### src/rtl/counter_counter_pkg.sv
// rtl/counter_counter_pkg.sv - defaults for the modulo-MAX counter primitive
package counter_counter_pkg;

    localparam int COUNTER_COUNTER_MAX_DEFAULT = 12;
    localparam int COUNTER_COUNTER_MAX_MIN     = 2;

endpackage

### src/rtl/util_control_pkg.sv
// rtl/util_control_pkg.sv - shared control bundle carrying clock and active-low reset
package Util_Control;

    typedef struct packed {
        logic clock;
        logic reset;
    } Util_Control_T;

    function automatic logic util_clock(input Util_Control_T c);
        return c.clock;
    endfunction

    function automatic logic util_reset(input Util_Control_T c);
        return c.reset;
    endfunction

endpackage

### src/rtl/counter_counter.sv
// rtl/counter_counter.sv - modulo-MAX up-counter with synchronous load and enable
// Optional macro COUNTER_COUNTER_SATURATE_EN: hold at MAX-1 instead of wrapping.
module counter_counter
    import Util_Control::*;
    import counter_counter_pkg::*;
#(
    parameter int MAX   = COUNTER_COUNTER_MAX_DEFAULT,
    parameter int WIDTH = $clog2(MAX)
) (
    input  Util_Control_T    ctrl,
    input  logic             load,
    input  logic             enable,
    input  logic [WIDTH-1:0] d,
    output logic [WIDTH-1:0] q
);

    localparam logic [WIDTH-1:0] LP_LAST = WIDTH'(MAX - 1);

    generate
        if (MAX < COUNTER_COUNTER_MAX_MIN) begin : g_bad_max
            $error("counter_counter: MAX must be >= 2");
        end
    endgenerate

    logic             w_clk;
    logic             w_rst_n;
    logic [WIDTH-1:0] r_q;
    logic [WIDTH-1:0] w_q_next;

    assign w_clk   = util_clock(ctrl);
    assign w_rst_n = util_reset(ctrl);

    // Terminal count is tested before the add so non-power-of-two MAX never overflows into illegal codes.
    always_comb begin
        w_q_next = r_q;
        if (!w_rst_n) begin
            w_q_next = '0;
        end else if (load) begin
            w_q_next = (d <= LP_LAST) ? d : '0;
        end else if (enable) begin
            if (r_q == LP_LAST) begin
`ifdef COUNTER_COUNTER_SATURATE_EN
                w_q_next = LP_LAST;
`else
                w_q_next = '0;
`endif
            end else begin
                w_q_next = r_q + WIDTH'(1);
            end
        end
    end

    always_ff @(posedge w_clk or negedge w_rst_n) begin
        if (!w_rst_n) begin
            r_q <= '0;
        end else begin
            r_q <= w_q_next;
        end
    end

    assign q = r_q;

endmodule

### config.mk
export PLATFORM = sky130hd
export DESIGN_NAME = counter_counter
export DESIGN_NICKNAME = d
export VERILOG_FILES = /design/src/rtl/counter_counter_pkg.sv /design/src/rtl/util_control_pkg.sv /design/src/rtl/counter_counter.sv
export SDC_FILE = /design/constraint.sdc
export NUM_CORES = 1
export LEC_CHECK = 0
export CAP_MARGIN = 20
export CELL_PAD_IN_SITES_DETAIL_PLACEMENT = 2
export CELL_PAD_IN_SITES_GLOBAL_PLACEMENT = 2
export CORE_UTILIZATION = 21
export CTS_CLUSTER_SIZE = 30
export DETAILED_ROUTE_END_ITERATION = 8
export PLACE_DENSITY = 0.75
export SKIP_LAST_GASP = 1
export SYNTH_ARGS = -nofsm -noshare
export SYNTH_HDL_FRONTEND = slang
export SYNTH_SLANG_ARGS = --single-unit
export TNS_END_PERCENT = 50
### constraint.sdc
create_clock -name ctrl -period 1.5 [get_ports ctrl]
set_clock_uncertainty 0.05 [all_clocks]
set_input_delay 0.225 -clock ctrl [delete_from_list [all_inputs] [get_ports ctrl]]
set_output_delay 0.225 -clock ctrl [all_outputs]
set_load 0.01 [all_outputs]
**Word level (Yosys, flattened, before mapping)**

Cells that the tools add are included.

- Muxes and demuxes: 5
- Order comparisons: 1
- Add/sub/neg operators: 1
- Eq/ne operators: 2

Operator list:

| operator | count |
|---|---|
| two-way mux 4 bit | 5 |
| adder 4 x 1 -> 4 bit (second input constant) | 1 |
| == test 4 bit (second input constant) | 1 |
| less-or-equal comparator 4 bit (second input constant) | 1 |
| != test 3 x 1 -> 1 bit (second input constant) | 1 |

- Logic and storage cells: 10
- Register bits: 4
- Input port bits: 8

**Depth between registers and ports, before layout**

Gate-level depths: netlist of the first run.

- Word-level depth: 5
- Gate-level depth with buffers: 4

**Worst setup path before layout of the first run**

Ideal clock, no wire load.

- Kind: reg2reg
- From: register r_q[0] (netlist: q[0])
- To: register r_q[3] (netlist: q[3])
- Clock period less this slack: 1.363 ns
- Data required time: 1.340 ns
- Cell stages (with the launch flop): 5
- Arrival time: 1.203 ns
- Library setup time: 0.110 ns
- Setup slack: 0.137 ns
- Path through: dfrtp_1 ha_1 nor3b_1 a2111oi_1 o41ai_1

- Cells in the longest elaborated chain, start to end: 5
- Elaborated cells on any way between the ends: 6

Ends and longest elaborated chain:

| what | line | text |
|---|---|---|
| start, declared | counter_counter.sv:27 | `logic [WIDTH-1:0] r_q;` |
| start signal, assigned | counter_counter.sv:57 | `r_q <= w_q_next;` |
| adder 4 x 1 -> 4 bit / == test 4 bit (equally long branches) | counter_counter.sv:48, counter_counter.sv:41 |  |
| two-way mux 4 bit (*) | counter_counter.sv:41 | `if (r_q == LP_LAST) begin` |
| two-way mux 4 bit (*) | counter_counter.sv:40 | `end else if (enable) begin` |
| two-way mux 4 bit (*) | counter_counter.sv:38 | `end else if (load) begin` |
| two-way mux 4 bit (*) | counter_counter.sv:36 | `if (!w_rst_n) begin` |

Mark *: on every way between the ends. The rest lies on a longest branch, timed or not. The select of a mux whose other input is x is not followed.
A chain may end at the register's enable or synchronous reset.

**Worst setup path in the final report of the first run**

- From: register r_q[1] (netlist: q[1])
- To: output port q[1]

RTL lines:

| what | line | text |
|---|---|---|
| end, declared | counter_counter.sv:14 | `output logic [WIDTH-1:0] q` |

No word-level cell between the ends.

==> results of run 1 <==
==> cell type report <==
cell class | count | area (um2) | share of cell area, %
clock buffers | 10 | 75.07 | 14.71
inverters | 2 | 7.507 | 1.471
clock inverters | 5 | 20.02 | 3.922
repair buffers | 12 | 115.1 | 22.55
flip-flops and latches | 4 | 102.6 | 20.10
well taps | 14 | 17.52 | 3.431
multi-input cells | 23 | 172.7 | 33.82
==> worst paths after layout <==
check / from / to / slack, ps / depth (start not counted)
setup / recovery: q[1] / q[1] / -20 / 1
hold / removal: ctrl[0] / q[2] / -350 / 2
min in group ctrl: ctrl[0] / q[3] / 170 / 4
setup reg to reg: q[1] / q[1] / 50 / 4
hold reg to reg: q[3] / q[3] / 620 / 2
max in group asynchronous: ctrl[0] / q[0] / 1650 / 2
==> layer usage <==
layer	routed length [um]	vias up	global-route usage, %
met4	58	0	39.66
met5	0	-	0
li1	-	168	-
met3	97	6	20.81
met1	413	174	14.59
met2	544	26	25.42
==> per-stage QoR <==
step	std cells	power, mW	setup slack [ps]	area [um2]
2_1_floorplan	30	0.3226	137.1	281.5
3_3_place_gp	56	0.4472	44.18	414.1
3_5_place_dp	56	0.4615	-11.27	414.1
4_1_cts	70	1.035	-25.61	506.7
5_1_grt	70	1.091	-43.62	510.5
6_report	70	1.008	-15.50	510.5
==> synth_stat cells, types with 3 or more instances <==
cell type  instances
dfrtp_1            4
nand2_1            3
inv_1              3
a21oi_1            3
==> kinds of logic after synthesis <==
logic type	after synthesis	share of synthesized area [%]
compound gates	9	24.00
fa+ha+maj	1	4.444
buf+inv	3	4.000
flops	4	35.56
mux	1	3.556
simple gates	12	28.45
==> cells in the final DEF, fill, tap and decap left out <==
cell             synthesis  routed
a2111oi_1                1       1
a21boi_0                 1       1
a21oi_1                  3       3
a221oi_1                 1       1
a311o_1                  1       1
and2_2                   1       1
and4b_1                  1       1
and4bb_2                 1       1
buf_4                    0       2
clkbuf_4                 0      10
clkdlybuf4s50_1          0      10
clkinvlp_2               0       1
dfrtp_1                  4       2
dfrtp_2                  0       2
ha_2                     0       1
inv_1                    3       6
mux2i_1                  1       1
nand2_1                  3       3
nand3_1                  1       1
nand3b_1                 1       1
nand4b_1                 1       1
nor2_1                   1       1
nor3b_1                  1       1
o21bai_1                 1       1
o41ai_1                  1       1
or2_2                    1       1
==> power by group through the flow <==
stage | clock network (mW) | registers, mW | logic [mW]
final | 0.580 | 0.193 | 0.236
after global routing | 0.643 | 0.199 | 0.249
after CTS | 0.620 | 0.187 | 0.228
after detailed placement | 0.0537 | 0.187 | 0.220
after global placement | 0.0537 | 0.182 | 0.211
after floorplan | 0.0538 | 0.191 | 0.0776
==> timing repair <==
| item | 4_1_cts | 5_1_grt |
|---|---|---|
| setup endpoints to repair | 3 | 6 |
| gates resized for setup | 1 | 2 |
| pin swaps | 0 | 0 |
==> reports/results.txt, run 1 <==
Area grow syn2layout = 81.33%
Antenna-violating nets left = 0
Fin Hold WS = -354.9 ps
Worst EP arrival = 1240 ps
Drt initial violations = 2
Starting Density = 24.04%
CTS tree = done
Top cells by area, synth = dfrtp_1, a21oi_1, and4bb_2
Vias in the first global route = 511
Core area = 1171 um2
Crit path time final = 1515 ps
DR pass1 iterations = 2
# IOs = 12
CTS sink count = 4
Average wire per standard cell = 15.90 um
Core occupancy in the finished layout = 43.59%
Crit-path max FO = 5
GP Congestion = 0.7022
Cells after Synth = 30
Ys flop type = dfrtp_1
Post-synthesis sequential area ratio = 35.56%
Net switching power = 0.3997 mW
Slew Limit Fails = 0
Final #Nets = 66
Row count = 12
PnR worst setup slack = -15.50 ps
Crit path required time = 1220 ps
Switching share of power = 39.64%
Vias per cell = 5.343
GRT overflow = 0
Failing checks = hold timing, setup timing
Gate power share = 23.4%
CP bufs+invs = 1
CP Capture Type = output port
Share of layout cells above drive strength 1 = 33.93%
Clk_lat worst skew = 240 ps
Maximum vdd drop = 732.9 uV
Die height = 38.62 um
Drt drc = 0
Critical path launch point type = register
Clock slew at reported path FFs = 40 ps
Synth warn = 0
Routed vias = 374
Fmax = 659.9 MHz
Layout filler cell count = 133
Yosys top cell area share = 35.56%
CTS Hold Bufs = 0
Post-synth EDFFs = 0
RSZ-0062 raised after global routing = true
Slowest stage delay, CP = 570 ps
CP max stage cell = clkdlybuf4s50_1
Final Cycle Share = 101.0%
Sequential power share = 19.1%
Synthesized area = 281.5 um2
Die W = 38.62 um
CP delay by family, top = buffers and inverters
Status = finished with violations
GRT Util Overall = 22.17%
HP Class = clk2async
Max-cap viol count = 0
IO buf count = 10
Post-synth net total = 39
Die area = 1491 um2
Slew at the pin with the worst max-slew slack = 334.3 ps
Int Power = 0.6085 mW
Worst path cell trace = clkdlybuf4s50_1
Crit path kind = reg2out
Final setup viols = 1
FFs w/ async S/R, synth = 100.0%
Total Wirelength = 1113 um
Detail Placement HPWL = 682.2 um
Initial antenna violation count = 0
Headroom to the max-slew limit = 77.66%
Postcts setup bufs = 0
Final Hold Viols = 4
Area leader, netlist = dfrtp_1
Largest net degree at the start of global routing = 9
N_diodes = 0
Unique masters post-synth = 21
Power per cell area = 1975 nW/um2
#FFs+latches synth = 4
Clk pwr share = 57.5%
First-pass GRT wire length = 1814 um
Leak = 0.2325 nW
Largest register FFs = 4
Syn_area_per_cell = 9.384 um2
Sum Neg Setup Slack = -15.50 ps
No activity file was read; power rests on OpenSTA's default activity.
==> inputs of run 2 (changes only) <==
CELL_PAD_IN_SITES_DETAIL_PLACEMENT = 1   (was 2)
CELL_PAD_IN_SITES_GLOBAL_PLACEMENT = 1   (was 2)
CORE_AREA = 2 2 39 41   (was not set)
CORE_UTILIZATION = not set   (was 21)
DIE_AREA = 0 0 41 43   (was not set)
PLACE_DENSITY = 0.62   (was 0.75)
==> run 2 against run 1 <==
Clock power grew 4.3%. Highest routed layer unchanged. Total power grew 0.68%. Wire length shrank 6.7%. Sequential power shrank 3%. Cell count grew 1.4%. Clock-buffer cell count is the same. The run ends with hold timing left. Non-clock buffer count shrank 1.
==> reports/results.txt, run 2 (synthesis gave the netlist of run 1 again) <==
M3 GR Usage = 23.04% (was 20.81%)
# IOs = 12 (unchanged)
Average wire per standard cell = 14.62 um (was 15.90 um)
Critical path launch point type = register (unchanged)
CP Capture Type = output port (unchanged)
DR pass1 iterations = 2 (unchanged)
Crit path kind = reg2out (unchanged)
Headroom to the max-slew limit = 76.35% (was 77.66%)
Met2 Usage GRT = 15.63% (was 25.42%)
IO buf count = 10 (unchanged)
Vias per cell = 5.000 (was 5.343)
FF+latch area = 101.3 um2 (was 102.6 um2)
Share of layout cells above drive strength 1 = 34.55% (was 33.93%)
Final Hold Viols = 4 (unchanged)
Largest net degree at the start of global routing = 9 (unchanged)
HP Class = clk2async (unchanged)
GR Util met1 = 10.82% (was 14.59%)
CTS tree = done (unchanged)
Worst path cell trace = clkdlybuf4s50_1 (unchanged)
Detail Placement HPWL = 571.5 um (was 682.2 um)
Status = finished with violations (unchanged)
Total Wirelength = 1038 um (was 1113 um)
CP max stage cell = clkdlybuf4s50_1 (unchanged)
Vias in the first global route = 434 (was 511)
Failing checks = hold timing (was hold timing, setup timing)
Clk_lat worst skew = 230 ps (was 240 ps)
CP delay by family, top = buffers and inverters (unchanged)
Core area = 1384 um2 (was 1171 um2)
Initial antenna violation count = 0 (unchanged)
N_diodes = 0 (unchanged)
Routed vias = 355 (was 374)
Largest register FFs = 4 (unchanged)
GRT overflow = 0 (unchanged)
Drt drc = 0 (unchanged)
Final #Nets = 65 (was 66)
Power per cell area = 1936 nW/um2 (was 1975 nW/um2)
Drt initial violations = 4 (was 2)
Core occupancy in the finished layout = 37.88% (was 43.59%)
Busiest layer in global routing = met4 (unchanged)
Worst EP arrival = 1210 ps (was 1240 ps)
Crit path required time = 1220 ps (about the same)
Slew Limit Fails = 0 (unchanged)
Clock slew at reported path FFs = 40 ps (about the same)
Die area = 1763 um2 (was 1491 um2)
CTS sink count = 4 (unchanged)
Slowest stage delay, CP = 570 ps (about the same)
Crit-path max FO = 6 (was 5)
GP Congestion = 0.7960 (was 0.7022)
CP bufs+invs = 1 (unchanged)
Row count = 14 (was 12)
RSZ-0062 raised after global routing = true (unchanged)
Antenna-violating nets left = 0 (unchanged)
Final setup viols = 0 (was 1)
Most frequent cells in the layout = clkbuf_4, clkdlybuf4s50_1, inv_1 (unchanged)
Maximum vdd drop = 779.6 uV (was 732.9 uV)
Slew at the pin with the worst max-slew slack = 354.1 ps (was 334.3 ps)
Area grow syn2layout = 86.22% (was 81.33%)
CTS Hold Bufs = 0 (unchanged)
Fin Hold WS = -348.6 ps (was -354.9 ps)
Layout filler cell count = 166 (was 133)
Worst Setup SP = q[0] (was q[1])
Leak = 0.2756 nW (was 0.2325 nW)
Fmax = 671.4 MHz (was 659.9 MHz)
Starting Density = 20.34% (was 24.04%)
Max-cap viol count = 0 (unchanged)
Final Cycle Share = 99.30% (was 101.0%)
Postcts setup bufs = 0 (unchanged)
Most common cell after layout, fill and taps aside = clkbuf_4
Die height = 43 um (was 38.62 um)
Die W = 41 um (was 38.62 um)
Sum Neg Setup Slack = 0 ps (was -15.50 ps)
R2R Path Start = q[0] (was q[1])
GRT Util Overall = 19.60% (was 22.17%)
Crit path time final = 1489 ps (was 1515 ps)
Multi-input logic area = 187.7 um2 (was 172.7 um2)
First-pass GRT wire length = 1676 um (was 1814 um)
-- run 2: changes by cell type in the layout (fill, tap and decap cells not counted), sizes merged --
cell           previous run  this run
buf                       2         1
clkdlybuf4s50            10         8
dlymetal6s2s              0         2
-- run 2: timing repair --
action / in CTS / in global routing
gates resized for setup: 0 / 6
endpoints found under the setup margin: 4 / 7
endpoints found under the hold margin: 0 / 0
-- run 2: metal layers --
layer	vias up	wire length, um
met5	-	0
met4	0	102
met3	11	117
met2	24	515
met1	154	302
li1	166	-
-- run 2: final cells by class --
class,instances,share of cell area (%)
multi-input combinational,23,35.80
timing repair buffer,11,21.48
sequential,4,19.33
clock buffer,10,14.32
clock inverter,5,3.819
tap,16,3.819
inverter,2,1.432
-- run 2: worst paths after layout --
path | endpoint | slack (ps) | cells after the start
min in group ctrl | q[3] | 190 | 4
min reg2reg | q[0] | 640 | 2
max reg2reg | q[1] | 50 | 4
max | q[0] | 10 | 1
min | q[0] | -350 | 2
max in group asynchronous | q[2] | 1640 | 2
-- run 2: where the power goes --
group / total, mW / leakage [nW] / switching (mW) / internal [mW]
logic: 0.222 / 0.143 / 0.0865 / 0.135
registers: 0.188 / 0.0517 / 0.0617 / 0.127
clock network: 0.605 / 0.0812 / 0.260 / 0.345
total: 1.02 / 0.276 / 0.408 / 0.607
-- run 2: metrics by stage --
step                      cells  worst slack [ps]  cell area (um2)  hold WS [ps]  power (mW)
after floorplan              30             137.1            281.5        -345.6      0.3226
after global placement       57             63.02            409.1        -345.6      0.4497
after detailed placement     57             53.48            409.1        -345.6      0.4569
after CTS                    71            -6.652            500.5        -335.0       1.022
after global routing         71            -48.87            524.3        -327.1       1.129
final                        71             10.53            524.3        -348.6       1.015
